$ cat config.mk
export PLATFORM = sky130hd
export DESIGN_NAME = instr_fetch
export DESIGN_NICKNAME = d
export VERILOG_FILES = /design/src/rtl/instr_fetch.sv
export SDC_FILE = /design/constraint.sdc
export NUM_CORES = 1
export LEC_CHECK = 0
export ABC_AREA = 1
export BUFFER_PORTS_ARGS = -buffer_cell sky130_fd_sc_hd__clkbuf_2
export CORE_ASPECT_RATIO = 0.5
export CORE_MARGIN = 5
export CORE_UTILIZATION = 35
export DETAILED_ROUTE_END_ITERATION = 12
export SLEW_MARGIN = 20
export SYNTH_ARGS = -nofsm -noshare
export SYNTH_HDL_FRONTEND = slang
export SYNTH_SLANG_ARGS = --single-unit
$ cat constraint.sdc
create_clock -name clk -period 3.3 [get_ports clk]
set_input_delay 0.165 -clock clk [delete_from_list [all_inputs] [get_ports clk]]
set_output_delay 0.165 -clock clk [all_outputs]
set_load 0.03 [all_outputs]
$ cat src/rtl/instr_fetch.sv
// ---------------------------------------------------------------------------
// instr_fetch
//   Instruction fetch stage in front of a synchronous (1-cycle latency)
//   word-addressed program ROM. Owns the PC, issues one ROM read per cycle
//   while buffer credit allows, captures returned words into a 2-entry FIFO
//   and hands them to decode over a valid/ready handshake. A redirect flushes
//   everything in flight and restarts fetch at the target.
//
// Ports
//   clk             in   clock, rising edge
//   rst             in   synchronous active-high reset
//   rom_addr        out  ROM read address (always equals the PC register)
//   rom_data        in   ROM read data, one cycle after rom_addr
//   instr_valid     out  FIFO head holds an instruction
//   instr_ready     in   decode accepts the head this cycle
//   instr_data      out  head instruction word (zero when not valid)
//   instr_pc        out  head instruction word address (zero when not valid)
//   redirect_valid  in   redirect request (pulse or held)
//   redirect_pc     in   redirect target word address
//   stall_cnt       out  [INSTR_FETCH_STALL_CNT_EN only] saturating count of
//                        cycles with instr_valid=1 and instr_ready=0
//
// Optional feature macro: INSTR_FETCH_STALL_CNT_EN
// ---------------------------------------------------------------------------
module instr_fetch #(
  parameter int unsigned           ADDR_WIDTH = 16,
  parameter int unsigned           DATA_WIDTH = 32,
  parameter logic [ADDR_WIDTH-1:0] RESET_PC   = '0
) (
  input  logic                  clk,
  input  logic                  rst,
  output logic [ADDR_WIDTH-1:0] rom_addr,
  input  logic [DATA_WIDTH-1:0] rom_data,
  output logic                  instr_valid,
  input  logic                  instr_ready,
  output logic [DATA_WIDTH-1:0] instr_data,
  output logic [ADDR_WIDTH-1:0] instr_pc,
  input  logic                  redirect_valid,
  input  logic [ADDR_WIDTH-1:0] redirect_pc
`ifdef INSTR_FETCH_STALL_CNT_EN
  ,
  output logic [31:0]           stall_cnt
`endif
);

  logic [ADDR_WIDTH-1:0] r_pc;
  logic                  r_inflight;
  logic [ADDR_WIDTH-1:0] r_inflight_pc;

  logic [DATA_WIDTH-1:0] r_buf_data [2];
  logic [ADDR_WIDTH-1:0] r_buf_pc   [2];
  logic                  r_head;
  logic [1:0]            r_count;

  logic                  w_pop;
  logic                  w_push;
  logic                  w_issue;
  logic [1:0]            w_used;
  logic                  w_wr_idx;

  assign w_pop    = instr_valid & instr_ready;
  // Slots already committed: buffered words plus the read still in flight.
  assign w_used   = r_count + {1'b0, r_inflight};
  // A same-cycle pop frees a slot in time for the word this issue returns.
  assign w_issue  = !redirect_valid & ((w_used < 2'd2) | w_pop);
  assign w_push   = r_inflight & !redirect_valid;
  // Tail = head + count (mod 2); with count=2 the tail aliases the head,
  // which is only written when that head is being popped this cycle.
  assign w_wr_idx = r_head ^ r_count[0];

  assign rom_addr    = r_pc;
  assign instr_valid = (r_count != 2'd0);
  assign instr_data  = instr_valid ? r_buf_data[r_head] : '0;
  assign instr_pc    = instr_valid ? r_buf_pc[r_head]   : '0;

  // PC and in-flight tracking
  always_ff @(posedge clk) begin
    if (rst) begin
      r_pc          <= RESET_PC;
      r_inflight    <= 1'b0;
      r_inflight_pc <= '0;
    end else if (redirect_valid) begin
      r_pc       <= redirect_pc;
      r_inflight <= 1'b0;
    end else if (w_issue) begin
      r_pc          <= r_pc + ADDR_WIDTH'(1);
      r_inflight    <= 1'b1;
      r_inflight_pc <= r_pc;
    end else begin
      r_inflight <= 1'b0;
    end
  end

  // Two-entry instruction buffer
  always_ff @(posedge clk) begin
    if (rst) begin
      r_head  <= 1'b0;
      r_count <= 2'd0;
      for (int unsigned i = 0; i < 2; i++) begin
        r_buf_data[i] <= '0;
        r_buf_pc[i]   <= '0;
      end
    end else if (redirect_valid) begin
      // Any pop this cycle has already been seen by decode; drop the rest.
      r_head  <= 1'b0;
      r_count <= 2'd0;
    end else begin
      if (w_push) begin
        r_buf_data[w_wr_idx] <= rom_data;
        r_buf_pc[w_wr_idx]   <= r_inflight_pc;
      end
      r_head <= r_head ^ w_pop;
      case ({w_push, w_pop})
        2'b10:   r_count <= r_count + 2'd1;
        2'b01:   r_count <= r_count - 2'd1;
        default: r_count <= r_count;
      endcase
    end
  end

`ifdef INSTR_FETCH_STALL_CNT_EN
  logic [31:0] r_stall_cnt;

  always_ff @(posedge clk) begin
    if (rst) begin
      r_stall_cnt <= '0;
    end else if (instr_valid && !instr_ready && (r_stall_cnt != '1)) begin
      r_stall_cnt <= r_stall_cnt + 32'd1;
    end
  end

  assign stall_cnt = r_stall_cnt;
`endif

endmodule

==> impl_metrics.py <==
metrics = {
    "status": {
        "status": "complete, no violations",
    },
    "floorplanning": {
        "coreArea_sq_um": 16500,
        "start_util": 0.359,
        "die_area_sq_um": 19800,
        "die_h_microns": 102,
        "die_w_microns": 194,
        "pin_count": 117,
        "rows": 33,
    },
    "cells_and_area": {
        "final_net_count": 822,
        "syn2layout_area_growth_pct": 22.1,
        "postLayoutCoreUtil": 0.439,
        "diodes": 0,
        "drive_gt1_frac": 0.213,
    },
    "worst_setup_path": {
        "reg2reg_slack_ns": 1.20,
        "start_kind": "register",
        "startpoint": "r_head",
        "critPathCaptureType": "primary output",
        "path_depth": 4,
        "worstPathCellList": "inv_2 -> nand2_1 -> a21oi_1 -> clkbuf_2",
        "critical-path-top-delay-family": "buffers and inverters",
        "crit_type": "reg2out",
        "r2r-start": "r_count[0]",
        "endpoint": "instr_pc[6]",
        "rr_endpoint": "r_buf_data[0][16]",
        "path_max_fanout": 50,
        "cp.arrival_ns": 2.06,
        "cpPeakStageDelay_ns": 0.68,
        "path_buf_inv": 2,
        "cp_slowest_cell": "inv_2",
        "r2r_cells": 4,
        "required_ns": 3.13,
    },
    "timing": {
        "skew_ns": 0.00908,
        "fin_ws_ns": 1.08,
        "rsz0062_at_grt": "false",
        "relSlewSlack": 0.358,
        "post-route-min-period_ns": 2.22,
        "tightest_slew_ns": 0.962,
        "slew_violations": 0,
        "setup_violations": 0,
        "hold_violations": 0,
        "finalSetupTns_ns": 0,
        "fmax_mhz": 450,
        "post-route-period-util": 0.673,
    },
    "drt": {
        "drtIter0Drc": 299,
        "drc": 0,
        "viasPerCell": 4.60,
        "wl_per_cell_microns": 14.2,
        "ant_nets": 0,
        "drt_wl_total_microns": 14300,
        "dr.pass1.iters": 4,
        "vias": 4639,
    },
    "placement": {
        "dpl_worst_slack_ns": 0.959,
        "gp_congestion": 0.820,
        "hpwlAfterDp_microns": 9080,
        "portBuffers": 116,
    },
    "global_routing": {
        "grt_first_pass_wirelength_microns": 22800,
        "grt_pass1_vias": 4524,
        "grt-ovfl-total": 0,
        "grt_max_degree": 51,
        "grtUsageTotal": 0.144,
        "antenna_found_initial": 0,
    },
    "synth": {
        "yosys.cell_types.count": 28,
        "synth.most_common_cell": "nand2_1",
        "syn_area_per_cell_sq_um": 8.93,
        "synth_ff_type": "edfxtp_1",
        "synth_edf_count": 96,
        "synthArstFlopShare": 0,
        "synthCells": 663,
        "yosys_warnings": 0,
        "yosysTopAreaCell": "edfxtp_1",
        "ys_seq_area_frac": 0.609,
        "yosys-top-cells-count": "nand2_1, nor2_1, edfxtp_1",
        "synth_area_sq_um": 5920,
        "synth_top_area_share": 0.487,
        "syn_nets": 717,
        "ys_ff_latch": 132,
        "synth_area_leaders": "edfxtp_1, dfxtp_1, nand2_1",
    },
    "clock_tree": {
        "cts_tree": "done",
        "postCtsSetupBuffers": 0,
        "ctsRootBufferMaster": "clkbuf_16",
        "cts_max_path_buffers": 2,
        "path_clk_slew_ns": 0.06,
        "cts_sinks": 132,
        "post_cts_resized": 0,
        "h-tree-depth": 4,
        "clk-insertion-delay-late_ns": 0.41,
        "cts_buffers": 17,
        "hold_buffers": 0,
    },
    "worst_hold_path": {
        "hp-class": "in2reg",
        "min-delay-start": "redirect_pc[4]",
    },
    "power_and_ir_drop": {
        "p_leak_nw": 3.05,
        "finalPower_w": 0.00394,
        "powerDensity_nw_per_um2": 545,
        "irDropWorstVdd_mv": 0.338,
    },
    "run": {
        "max_cap_viol_count": 0,
    },
}
[state kept, by name (all words and copies together) (netlist names)]
name	cells
r_buf_data	64
r_buf_pc	32
r_inflight_pc	16
rom_addr	16
r_count	2
r_head	1
r_inflight	1
[cells in the final DEF, fill, tap and decap left out, drive strengths merged]
cell / netlist / layout
o21ai: 31 / 31
xnor2: 1 / 1
ha: 2 / 2
a31oi: 3 / 3
clkinv: 0 / 5
nor2: 121 / 121
nand2: 148 / 148
nand4: 4 / 4
inv: 75 / 78
buf: 18 / 6
nand3: 16 / 16
nand3b: 1 / 1
clkinvlp: 0 / 5
bufinv: 0 / 1
dfxtp: 36 / 36
clkbuf: 18 / 134
xor2: 5 / 5
edfxtp: 96 / 96
nor3: 1 / 1
a21oi: 85 / 85
o21a: 2 / 2
[worst min-delay path: cells and delay by family]
kind | cells | cell delay [ns]
buf+inv | 1 | 0.08
compound gates | 1 | 0.07
simple gates | 1 | 0.05
[layout make-up]
cell class / instances / area [sq um]
Fill cell: 1657 / 9240
Sequential cell: 132 / 3600
Multi-Input combinational cell: 420 / 1880
Timing Repair Buffer: 122 / 626
Clock buffer: 18 / 429
Tap cell: 227 / 284
Inverter: 75 / 282
Clock inverter: 14 / 130
[how the worst min path moves through the flow]
stage,cells after the start,slack [ns],end
finish,3,0.02,rom_addr[4]
global route,3,0.04,rom_addr[0]
CTS,3,0.006,rom_addr[4]
detailed placement,3,0.44,rom_addr[4]
global placement,3,0.43,rom_addr[4]
floorplan,1,0.23,rom_addr[0]
[metal layers]
metal / track usage / share of wire / up-vias
li1: - / - / 2362
met1: 0.193 / 0.48 / 2163
met2: 0.239 / 0.47 / 100
met3: 0.0293 / 0.043 / 14
met4: 0.0475 / 0.013 / 0
met5: 0 / 0 / -
[kinds of logic (layout without fill, tap and decap cells)]
| group | Yosys count | count (layout) | share of synthesized area |
|---|---|---|---|
| XOR/XNOR | 6 | 6 | 0.00888 |
| AO/OA/AOI/OAI | 121 | 121 | 0.104 |
| AND/OR/NAND/NOR | 291 | 291 | 0.196 |
| adder cells (fa/ha/maj) | 2 | 2 | 0.00423 |
| buffers and inverters | 111 | 229 | 0.0776 |
| flip-flops | 132 | 132 | 0.609 |
[stage by stage]
step / cells / cell area, sq um / hold slack (ns)
after detailed placement: 976 / 6670 / 0.439
after global placement: 976 / 6670 / 0.433
final: 1008 / 7230 / 0.0216
after global routing: 1008 / 7230 / 0.0368
after floorplan: 663 / 5920 / 0.234
after CTS: 1008 / 7230 / 0.00598
[power by group]
part,internal (W),switching [W]
Sequential,0.00186,0.0000367
Combinational,0.0000803,0.000191
Clock,0.00104,0.000733
Power figures use the tool's default switching activity.
